[config.mk]
export PLATFORM = sky130hd
export DESIGN_NAME = pc_fetch_unit
export DESIGN_NICKNAME = d
export VERILOG_FILES = /design/src/rtl/pc_fetch_unit.sv
export SDC_FILE = /design/constraint.sdc
export NUM_CORES = 1
export LEC_CHECK = 0
export BUFFER_PORTS_ARGS = -buffer_cell sky130_fd_sc_hd__buf_2
export CORE_MARGIN = 2
export CORE_UTILIZATION = 49
export DETAILED_ROUTE_END_ITERATION = 6
export PLACE_DENSITY = 0.89
export SLEW_MARGIN = 20
export SYNTH_ARGS = -nofsm -noshare
export SYNTH_HDL_FRONTEND = slang
export SYNTH_SLANG_ARGS = --single-unit
export TNS_END_PERCENT = 30
[constraint.sdc]
create_clock -name clk -period 2.35 [get_ports clk]
set_input_delay 0.47 -clock clk [delete_from_list [all_inputs] [get_ports clk]]
set_output_delay 0.47 -clock clk [all_outputs]
set_load 0.01 [all_outputs]
[src/rtl/pc_fetch_unit.sv]
// Program-counter / fetch-control stage.
// Holds the fetch PC, steps it by 4, honours hazard stalls and branch/jump
// redirects, and drives the IF/ID load/flush controls. A BOOT/RUN/HALT
// state machine keeps fetch idle for BOOT_CYCLES after reset and stops it
// permanently (until reset) after a misaligned redirect target.
module pc_fetch_unit #(
    parameter int           N           = 32,
    parameter logic [N-1:0] RESET_PC    = '0,
    parameter int           BOOT_CYCLES = 2
) (
    input  logic         clk,
    input  logic         rst,
    input  logic         stall,
    input  logic         redirect,
    input  logic [N-1:0] redirect_target,
    output logic [N-1:0] pc,
    output logic [N-1:0] pc_plus4,
    output logic         if_id_load,
    output logic         if_id_flush,
    output logic         fetch_valid,
    output logic         misalign
);

    // Counter only needs to reach BOOT_CYCLES-1; keep at least one bit.
    localparam int CNT_W = (BOOT_CYCLES > 1) ? $clog2(BOOT_CYCLES) : 1;
    localparam logic [CNT_W-1:0] BOOT_LAST = CNT_W'(BOOT_CYCLES - 1);

    typedef enum logic [1:0] {
        BOOT = 2'd0,
        RUN  = 2'd1,
        HALT = 2'd2
    } state_t;

    state_t           state, state_nxt;
    logic [N-1:0]     pc_q, pc_nxt;
    logic [CNT_W-1:0] boot_cnt, boot_cnt_nxt;
    logic             mis_q, mis_nxt;

    // Sequential PC increment; wraps modulo 2^N with no overflow indication.
    function automatic logic [N-1:0] incr4(input logic [N-1:0] a);
        return a + N'(4);
    endfunction

    // State, PC, boot counter and sticky misalign flag; reset discards everything.
    always_ff @(posedge clk) begin
        if (!rst) begin
            state    <= BOOT;
            pc_q     <= RESET_PC;
            boot_cnt <= '0;
            mis_q    <= 1'b0;
        end else begin
            state    <= state_nxt;
            pc_q     <= pc_nxt;
            boot_cnt <= boot_cnt_nxt;
            mis_q    <= mis_nxt;
        end
    end

    // Next-state and IF/ID control decode; redirect outranks stall in RUN.
    always_comb begin
        state_nxt    = state;
        pc_nxt       = pc_q;
        boot_cnt_nxt = boot_cnt;
        mis_nxt      = mis_q;
        if_id_load   = 1'b0;
        if_id_flush  = 1'b1;
        fetch_valid  = 1'b0;
        case (state)
            BOOT: begin
                // stall/redirect deliberately ignored until the boot delay ends
                if (boot_cnt == BOOT_LAST) begin
                    state_nxt    = RUN;
                    boot_cnt_nxt = '0;
                end else begin
                    boot_cnt_nxt = boot_cnt + CNT_W'(1);
                end
            end
            RUN: begin
                fetch_valid = 1'b1;
                if_id_flush = redirect;
                if_id_load  = ~stall & ~redirect;
                if (redirect) begin
                    if (redirect_target[1:0] == 2'b00) begin
                        pc_nxt = redirect_target;
                    end else begin
                        // PC is held so the faulting fetch address stays visible
                        mis_nxt   = 1'b1;
                        state_nxt = HALT;
                    end
                end else if (!stall) begin
                    pc_nxt = incr4(pc_q);
                end
            end
            HALT: begin
                // Terminal until reset: outputs keep their idle defaults
            end
            default: begin
                state_nxt = BOOT;
            end
        endcase
    end

    assign pc       = pc_q;
    assign pc_plus4 = incr4(pc_q);
    assign misalign = mis_q;

endmodule

; ---- Word-level counts from Yosys, hierarchy flattened
; Cells that the tools add are included.
[totals]
register_bits = 36
latchBits = 0
mem_bits_rw = 0
mem_bits_ro = 0
in_bits = 36
out_inout_bits = 68
elab_cells = 34
memories = 0
[op_classes]
addsub = 2
n_mul = 0
n_div = 0
magnitude_cmp = 0
eq_ne = 7
n_shift = 0
n_mux = 11
bitwise_logic = 5
n_reduce_logical = 5
[op_table]
columns = operator, count
row1 = $mux W32, 3
row2 = $add A32 B3 Y32 const B, 1
row3 = $mux W2, 3
row4 = $ne A2 B2 Y1 const B, 3
row5 = $pmux W2 S3, 1
row6 = $reduce_and A3 Y1, 2
row7 = $logic_not A2 Y1, 2
row8 = $mux W1, 4
row9 = $ne A2 B1 Y1 const B, 2
row10 = $not A1 Y1, 4
row11 = $reduce_and A4 Y1, 1
row12 = $eq A2 B1 Y1 const B, 1
row13 = $eq A2 B2 Y1 const B, 1
row14 = $add A1 B1 Y1 const B, 1
row15 = $and A1 B1 Y1, 1

; ---- Logic depth before layout (Yosys ltp)
[depth]
ltp_word = 4
mapped_depth = 8
mapped_depth_nobuf = 6

; ---- Least setup slack after synthesis
; OpenSTA, ideal clock, no wires.
[synth_timing]
path_kind = reg2out
start = register pc_q[2] (netlist: pc[2])
end = output pc_plus4[24]
arrival_time_ns = 1.860
required_time_ns = 1.880
slack_ns = 0.020
path_stages_with_launch = 7
path_buffers = 0
cell_sequence = dfxtp_1 ha_1 nand3_2 nor4_4 nor3b_4 and2b_4 xor2_2
[synth_between]
elab_chain_cells = 1
[synth_lines]
columns = element, line_no
row1 = start: declaration, 35  ; logic [N-1:0] pc_q, pc_nxt;
row2 = start signal: assignment, 53  ; pc_q <= pc_nxt;
row3 = $add A32 B3 Y32, 41  ; return a + N'(4);
row4 = end: declaration, 17  ; output logic [N-1:0] pc_plus4,
; No other way between the ends.

; ---- Worst setup path in the final report
[layout_timing]
start = register pc_q[15] (netlist: pc[15])
end = output pc_plus4[18]
; Same word-level chain as after synthesis.

==> flow_summary_export.csv <==
group,metric,value,unit
clock_tree,cts_buffer_depth,2,
yosys,synth_edf_count,0,
placement,hpwl,5.64,mm
floorplanning,io_pins,104,
route,avgRoutedWirePerCell,17.5,um
timing,maxSlewHeadroom,58.1,%
route,drt_pass1_iterations,6,
power_and_ir_drop,p_per_area,476,nW/um^2
yosys,yosysMostFrequentCell,"nand2_1",
global_routing,antenna_found_initial,0,
yosys,netlist_area,2510,sq um
floorplanning,num_rows,26,
clock_tree,clk_pin_slew,80,ps
clock_tree,cts_hold_buf,0,
critical_path,critPathRequiredTime,1880,ps
floorplanning,start_util,50.1,%
final_layout,instances_no_fill,533,
yosys,yosysTopAreaCell,"dfxtp_1",
yosys,synth_cell_types,54,
yosys,synthesis.nets,373,
placement,io_buffers,103,
clock_tree,cts.sinks,36,
floorplanning,design.die.area,5710,sq um
yosys,yosysWarnings,0,
critical_path,cp_common_cell,"buf_4",
global_routing,grt_pass1_wl,12.8,mm
placement,placed_area,3220,sq um
critical_path,crit_buf_inv,3,
yosys,synth_commonest_cells,"49 x nand2_1, 36 x dfxtp_1, 26 x nor2_1",
critical_path,startpoint_type,"flip-flop",
critical_path,critPathTopFamily,"buffers and inverters",
clock_tree,cts-root-buf,"clkbuf_8",
yosys,ys.flop_type,"dfxtp_1",
critical_path,cp-end-kind,"primary output",
timing,finalSetupViolations,4,
clock_tree,clk_latency,300,ps
yosys,netlist.area_leader.share,28.7,%
global_routing,grt_max_degree,66,
power_and_ir_drop,cellLeakagePower,1.81,nW
timing,finalHoldViolations,0,
final_layout,drive_above_1_share,42.3,%
timing,skew,4.58,ps
timing,timing.final.crit_period,2420,ps
global_routing,grt_pass1_vias,2755,
placement,place_ws,184,ps
critical_path,crit_arrival,1950,ps
final_layout,area_growth,46.2,%
run,cap_violations,0,
placement,routabilityCongestion,0.974,
timing,tightest_slew,628,ps
yosys,syn_avg_cell_area,7.47,sq um
floorplanning,fp.dieH,75.6,um
yosys,ys_seq_area_share,28.7,%
yosys,synth-async-reset-ratio,0,%
yosys,synth_area_leaders,"dfxtp_1 29%, nand2_1 7.3%, xnor2_1 4.9%",
status,violations,"setup timing",
floorplanning,dieWidth,75.6,um
timing,drv_slew,0,
final_layout,post-route-cell-area,3670,sq um
critical_path,slowest_delay,400,ps
final_layout,nFillCells,347,
clock_tree,numCtsBuffers,5,
route,viasPerCell,6.19,
timing,layout_setup_ws,-67.9,ps
critical_path,path_max_fanout,7,
timing,fin_crit_sh,103,%
global_routing,grt_overflow,0,
critical_path,cp_slowest_cell,"dfxtp_4",
route,ant_nets,0,
final_layout,antenna_cells,0,
power_and_ir_drop,irDropWorstVdd,367,uV
clock_tree,tritoncts,"built",
route,drt_iter0_markers,477,
critical_path,crit_chain,"nand4_1 -> buf_4 -> nor4_4 -> buf_4 -> nand3_1 -> xnor2_2 -> buf_2",
timing,grt_setup_unrepaired,"true",
status,status,"complete, but fails checks",
critical_path,path_class,"reg -> out",
route,num_vias,3299,
yosys,netlist_instances,336,
route,drc,0,
route,wl,9.31,mm
yosys,ys_seq_elements,36,
min_path,hp-class,"in -> reg",
floorplanning,core,5010,sq um
placement,placedCellCount,510,
final_layout,finalNetCount,499,
global_routing,grt_usage,29.0,%
clock_tree,htreeDepth,2,
timing,fmax,414,MHz
==> report_power, final <==
group / internal, mW / switching (mW) / total (mW)
combinational: 0.131 / 0.174 / 0.305
clock: 0.531 / 0.243 / 0.774
sequential: 0.630 / 0.0377 / 0.667
==> worst reg2reg max path, delay by kind of cell, from the launching register on <==
family	cells	cell delay (ps)
AO/OA/AOI/OAI	2	680
buffers and inverters	1	200
flip-flops	1	410
AND/OR/NAND/NOR	2	570
==> sequential cells by signal, summed over array words and instances, names as in the netlist <==
name      flops
boot_cnt      1
misalign      1
pc           32
state         2
==> cells by family after synthesis <==
group | Yosys count | share of synthesized area (%)
AOI/OAI and AO/OA | 81 | 21.5
xor gates and xnor gates | 28 | 10.1
adders and majority gates | 1 | 0.498
buffers and inverters | 35 | 6.08
DFF | 36 | 28.7
muxes | 3 | 1.20
and+or+nand+nor | 152 | 32.0
==> area by class of cell <==
type / instances / area [sq um] / share of cell area (%)
multi-input cells: 265 / 1750 / 47.8
clock inverters: 3 / 90.1 / 2.45
flip-flops and latches: 36 / 769 / 21.0
inverters: 7 / 26.3 / 0.716
repair buffers: 147 / 873 / 23.8
well taps: 70 / 87.6 / 2.39
clock buffers: 5 / 68.8 / 1.88
==> layout by cell type, fill, tap and decap left out, types with 3 or more instances in the layout <==
cell and instances:
nand2_1 48, buf_4 39, buf_2 103, bufinv_16 3
xnor2_1 13, xor2_1 12, a31oi_1 5, and4_4 3
a21oi_1 13, a22oi_1 10, inv_1 7, dfxtp_2 6
o31ai_1 4, buf_6 4, mux2i_1 3, o31a_1 3
dfxtp_4 11, clkbuf_8 5, nand3_1 21, o22ai_1 6
o21ai_1 3, dfxtp_1 19, o21a_1 8, a22o_1 3
nor3_1 7, and3_1 10, nand4_1 9, nor2_1 26
o21ai_0 14
==> what timing repair did <==
item	4_1_cts	5_1_grt
endpoints found under the setup margin	15	18
gates resized for setup	19	36
setup buffers	6	9
pin swaps	2	14
==> worst paths after layout <==
kind / to / depth (start not counted) / start / slack [ps]
setup reg to reg: pc[24]$_SDFFE_PN0P_ / 5 / state[0]$_SDFFE_PN0P_ / 400
setup / recovery: pc_plus4[18] / 7 / pc[15]$_SDFFE_PN0P_ / -70
hold reg to reg: pc[0]$_SDFFE_PN0P_ / 1 / pc[0]$_SDFFE_PN0P_ / 500
hold / removal: pc[2]$_SDFFE_PN0P_ / 3 / redirect_target[2] / 460
==> per-stage QoR <==
| stage | hold WS (ps) | total power [mW] | TNS, ps | utilization (%) |
|---|---|---|---|---|
| after global placement | 452 | 0.960 | 0 | 64.2 |
| final | 459 | 1.75 | -165 | 73.3 |
| after global routing | 467 | 1.80 | -725 | 73.3 |
| after CTS | 460 | 1.73 | -35.7 | 69.0 |
| after floorplan | 459 | 0.849 | 0 | - |
| after detailed placement | 484 | 0.970 | 0 | 64.2 |
==> per-layer routing <==
layer  routed length, um  vias to the layer above  global-route usage (%)
li1                    -                     1464                       -
met1                3560                     1503                    36.6
met2                4350                      267                    47.3
met3                 997                       65                    5.95
met4                 401                        0                    13.6
met5                   0                        -                       0
(Power assumes the default switching activity.)
